### src/rtl/mac_seq_ctrl.sv
// Weight-address / index sequencer for one fully-connected layer pass.
// Drives the external address counter register and the MAC enable/clear/last strobes.
module mac_seq_ctrl #(
  parameter int ADDR_W = 16,
  parameter int IDX_W  = 8
) (
  input  logic              clk,
  input  logic              rst_n,
  input  logic              start,
  input  logic [IDX_W-1:0]  n_in,
  input  logic [IDX_W-1:0]  n_out,
  input  logic [ADDR_W-1:0] base_w,
  input  logic              stall,
  input  logic [ADDR_W-1:0] cnt_q,
  output logic [ADDR_W-1:0] cnt_d,
  output logic [ADDR_W-1:0] w_addr,
  output logic [IDX_W-1:0]  x_idx,
  output logic [IDX_W-1:0]  n_idx,
  output logic              mac_en,
  output logic              mac_clr,
  output logic              acc_last,
  output logic              busy,
  output logic              done,
  output logic              err
);

  typedef enum logic [1:0] {
    S_IDLE = 2'd0,
    S_RUN  = 2'd1,
    S_DONE = 2'd2
  } state_t;

  state_t             r_state;
  logic [IDX_W-1:0]   r_x_idx;
  logic [IDX_W-1:0]   r_n_idx;
  logic [IDX_W-1:0]   r_n_in;
  logic [IDX_W-1:0]   r_n_out;
  logic               r_done;
  logic               r_err;

  logic               w_idle;
  logic               w_sizes_ok;
  logic               w_accept;
  logic               w_reject;
  logic               w_step;
  logic               w_first;
  logic               w_last;
  logic               w_last_neuron;

  assign w_idle        = (r_state == S_IDLE);
  assign w_sizes_ok    = (n_in != '0) && (n_out != '0);
  assign w_accept      = w_idle && start && w_sizes_ok;
  assign w_reject      = w_idle && start && !w_sizes_ok;
  assign w_step        = (r_state == S_RUN) && !stall;
  assign w_first       = (r_x_idx == '0);
  assign w_last        = (r_x_idx == (r_n_in - IDX_W'(1)));
  assign w_last_neuron = (r_n_idx == (r_n_out - IDX_W'(1)));

  // This block is the only writer of the counter register; reset forces it to clear.
  always_comb begin
    cnt_d = cnt_q;
    if (!rst_n) begin
      cnt_d = '0;
    end else if (w_accept) begin
      cnt_d = base_w;
    end else if (w_step) begin
      cnt_d = cnt_q + ADDR_W'(1);
    end
  end

  always_ff @(posedge clk or negedge rst_n) begin
    if (!rst_n) begin
      r_state <= S_IDLE;
      r_x_idx <= '0;
      r_n_idx <= '0;
      r_n_in  <= '0;
      r_n_out <= '0;
      r_done  <= 1'b0;
      r_err   <= 1'b0;
    end else begin
      r_err  <= w_reject;
      r_done <= 1'b0;
      case (r_state)
        S_IDLE: begin
          if (w_accept) begin
            r_n_in  <= n_in;
            r_n_out <= n_out;
            r_x_idx <= '0;
            r_n_idx <= '0;
            r_state <= S_RUN;
          end
        end
        S_RUN: begin
          if (w_step) begin
            if (w_last) begin
              r_x_idx <= '0;
              r_n_idx <= r_n_idx + IDX_W'(1);
              if (w_last_neuron) begin
                r_state <= S_DONE;
                r_done  <= 1'b1;
              end
            end else begin
              r_x_idx <= r_x_idx + IDX_W'(1);
            end
          end
        end
        S_DONE: begin
          r_state <= S_IDLE;
        end
        default: begin
          r_state <= S_IDLE;
        end
      endcase
    end
  end

  assign w_addr   = cnt_q;
  assign x_idx    = r_x_idx;
  assign n_idx    = r_n_idx;
  assign mac_en   = w_step;
  assign mac_clr  = w_step && w_first;
  assign acc_last = w_step && w_last;
  assign busy     = !w_idle;
  assign done     = r_done;
  assign err      = r_err;

endmodule

### config.mk
export PLATFORM = sky130hd
export DESIGN_NAME = mac_seq_ctrl
export DESIGN_NICKNAME = d
export VERILOG_FILES = /design/src/rtl/mac_seq_ctrl.sv
export SDC_FILE = /design/constraint.sdc
export NUM_CORES = 1
export LEC_CHECK = 0
export ABC_AREA = 1
export CORE_AREA = 2 2 104 106
export CTS_BUF_LIST = sky130_fd_sc_hd__clkbuf_4 sky130_fd_sc_hd__clkbuf_8 sky130_fd_sc_hd__clkbuf_16
export CTS_CLUSTER_DIAMETER = 100
export DETAILED_ROUTE_END_ITERATION = 8
export DIE_AREA = 0 0 106 108
export SLEW_MARGIN = 5
export SYNTH_ARGS = -nofsm -noshare
export SYNTH_HDL_FRONTEND = slang
export SYNTH_SLANG_ARGS = --single-unit
export TNS_END_PERCENT = 50
### constraint.sdc
create_clock -name clk -period 3.4 [get_ports clk]
set_input_delay 1.02 -clock clk [delete_from_list [all_inputs] [get_ports clk]]
set_output_delay 1.02 -clock clk [all_outputs]
set_load 0.01 [all_outputs]
==> flow_summary.json <==
{
  "synth-edff-count": 0,
  "worst_pin_slew_ns": 0.355,
  "grt_max_degree": 29,
  "cts_hold_buffers": 0,
  "drc": 0,
  "grt_pass1_vias": 3204,
  "final_util_pct": 45.0,
  "h-tree-depth": 2,
  "synth.distinct_cells": 35,
  "finClkSkew_ns": 0.00869,
  "synth_fp_nets": 517,
  "drt_iter0_markers": 161,
  "initial_core_util_pct": 29.8,
  "cts.path.max_buffers": 2,
  "core-area_mm2": 0.0102,
  "rsz0062_at_grt": "true",
  "grt.total_usage_pct": 16.2,
  "post-dp-hpwl_mm": 7.10,
  "io_pins": 106,
  "power_density_mw_per_mm2": 489,
  "wl_per_cell_um": 12.5,
  "cts_tree": "yes",
  "dieHeight_um": 108,
  "synthCells": 459,
  "slew_headroom_pct": 76.3,
  "dieArea_mm2": 0.0114,
  "yosysMostFrequentCell": "nand2_1",
  "outcome": "complete, no violations",
  "cp.arrival_ns": 2.27,
  "place.gp.congestion": 0.858,
  "area_growth_pct": 51.0,
  "path_common_cell": "nand4_1",
  "hold_viol": 0,
  "synth_area_leader_cell": "dfrtp_1",
  "crit_chain": "buf_8 > ha_4 > nand2_4 > nor2_4 > nand4_1 > nor2_2 > nand4_1 > xor2_1 > a21oi_1 > buf_2",
  "dominantRegCellSynth": "dfrtp_1",
  "cap_viol_max_count": 0,
  "postRouteAntennaNets": 0,
  "async_flop_share_pct": 100,
  "clock_sinks": 36,
  "ys_seq_elements": 36,
  "cp-end-kind": "output port",
  "slowest_stage": "nand4_1",
  "fmaxAchievable_ghz": 0.304,
  "grt-ovfl-total": 0,
  "seq_area_frac_synth_pct": 29.5,
  "viasPerCell": 4.55,
  "fin_crit_sh_pct": 96.9,
  "die_w_um": 106,
  "synth_top_area_share_pct": 29.5,
  "hold_ws_ns": 0.506,
  "nNetsFinal": 655,
  "synth_commonest_cells": "nand2_1 (133), nor2_1 (51), inv_1 (46)",
  "clkTransAtPathRegs_ns": 0.07,
  "cts_buffers": 5,
  "worstSetupPathType": "primary input to output port",
  "root_buffer": "clkbuf_8",
  "min-delay-path-class": "register to register",
  "dr.pass1.iters": 4,
  "synth_warnings": 0,
  "cp_max_fo": 5,
  "dpl.cell_count": 716,
  "leakage_nw": 2.36,
  "startpoint_type": "primary input",
  "antenna_found_initial": 0,
  "period_minus_slack_ns": 3.29,
  "grt_pass1_wl_mm": 15.0,
  "detail_route.wirelength_mm": 9.18,
  "num_antenna_cells": 0,
  "max_stage_delay_ns": 0.20,
  "num_vias": 3337,
  "total_power_mw": 2.25,
  "worst_skew_pair.late_latency_ns": 0.30,
  "ir_drop_uv": 178,
  "slew_viol_final": 0,
  "fin_area_mm2": 0.00461,
  "place_area_mm2": 0.00445,
  "syn_avg_cell_area_um2": 6.65,
  "synth_area_mm2": 0.00305,
  "io_buffers": 105,
  "num_rows": 37,
  "drive_gt1_share_pct": 24.1,
  "setup-violations-final": 0,
  "finalNonFillerCells": 734,
  "cp.required_ns": 2.38,
  "synthTopCellsByArea": "dfrtp_1 (30%), nand2_1 (16%), nor2_1 (6.3%)"
}
==> cells in the final DEF (no fill, tap or decap), types with 6 or more instances in the layout <==
| cell type | instances |
|---|---|
| nand4_1 | 9 |
| xnor2_1 | 11 |
| dfrtp_1 | 36 |
| a21oi_1 | 10 |
| nand3_2 | 10 |
| buf_4 | 49 |
| inv_2 | 9 |
| clkdlybuf4s50_1 | 54 |
| clkbuf_8 | 6 |
| xor2_1 | 17 |
| nor2_1 | 47 |
| clkbuf_2 | 17 |
| inv_1 | 43 |
| nand2_1 | 128 |
| o21ai_0 | 33 |
| nand3_1 | 28 |
| dlymetal6s2s_1 | 8 |
| buf_2 | 16 |
==> worst paths after layout <==
kind / endpoint / depth (start not counted) / from / slack [ns]
worst max-delay path: cnt_d[14] / 10 / cnt_q[0] / 0.11
worst min-delay path: r_n_out[7] / 2 / r_n_out[7] / 0.51
worst max register to register: n_idx[2] / 16 / r_n_in[0] / 1.26
worst min register to register: r_n_out[7] / 2 / r_n_out[7] / 0.51
max in group asynchronous: r_n_out[6] / 2 / rst_n / 2.20
min in group asynchronous: x_idx[5] / 2 / rst_n / 0.95
==> layer usage <==
metal / global-route usage, % / vias to the layer above / share of wire [%]
met4: 4.23 / 0 / 0.88
li1: - / 1724 / -
met2: 29.0 / 87 / 49
met3: 3.68 / 5 / 5.7
met5: 0 / - / 0
met1: 19.8 / 1521 / 44
==> cell families after synthesis <==
kind of cell | count (synthesis) | share of synthesized area (%)
XOR/XNOR | 28 | 8.04
buffers and inverters | 83 | 12.7
flip-flops | 36 | 29.5
AND/OR/NAND/NOR | 252 | 37.9
AO/OA/AOI/OAI | 54 | 9.35
adder cells (fa/ha/maj) | 6 | 2.46
==> flip-flops by register name, summed over array words and instances, names as in the netlist <==
register / count
n_idx: 8
done: 1
x_idx: 8
err: 1
r_state: 2
r_n_in: 8
r_n_out: 8
==> worst max-delay path, delay by kind of cell <==
kind                     cells  cell delay, ns
AND/OR/NAND/NOR              5            0.62
buffers and inverters        2            0.22
XOR/XNOR                     1            0.16
adder cells (fa/ha/maj)      1            0.14
AO/OA/AOI/OAI                1            0.11
==> power by group <==
| part | total, mW | switching [mW] | leakage, nW | internal [mW] |
|---|---|---|---|---|
| clock network | 0.335 | 0.153 | 0.0523 | 0.181 |
| registers | 0.692 | 0.141 | 0.468 | 0.552 |
| logic | 1.23 | 0.691 | 1.84 | 0.536 |
==> repair_timing <==
action / CTS / global route
cloned: 1 / 0
gates resized for setup: 128 / 50
endpoints found under the setup margin: 19 / 17
pin swaps: 21 / 28
buffers inserted: 8 / 2
==> layout make-up <==
type	instances	area, um^2
Clock buffer	8	97.6
Fill cell	1040	5620
Inverter	55	211
Multi-Input combinational cell	340	1840
Sequential cell	36	901
Tap cell	136	170
Timing Repair Buffer	159	1380
==> per-stage QoR <==
stage,setup TNS (ns),setup slack (ns)
floorplan,0,0.259
global placement,-11.69,-0.882
detailed placement,-12.05,-0.913
CTS,-0.0645,-0.0341
global route,-0.0416,-0.0402
finish,0,0.107
Note: power is estimated with default switching activity, not from simulation.
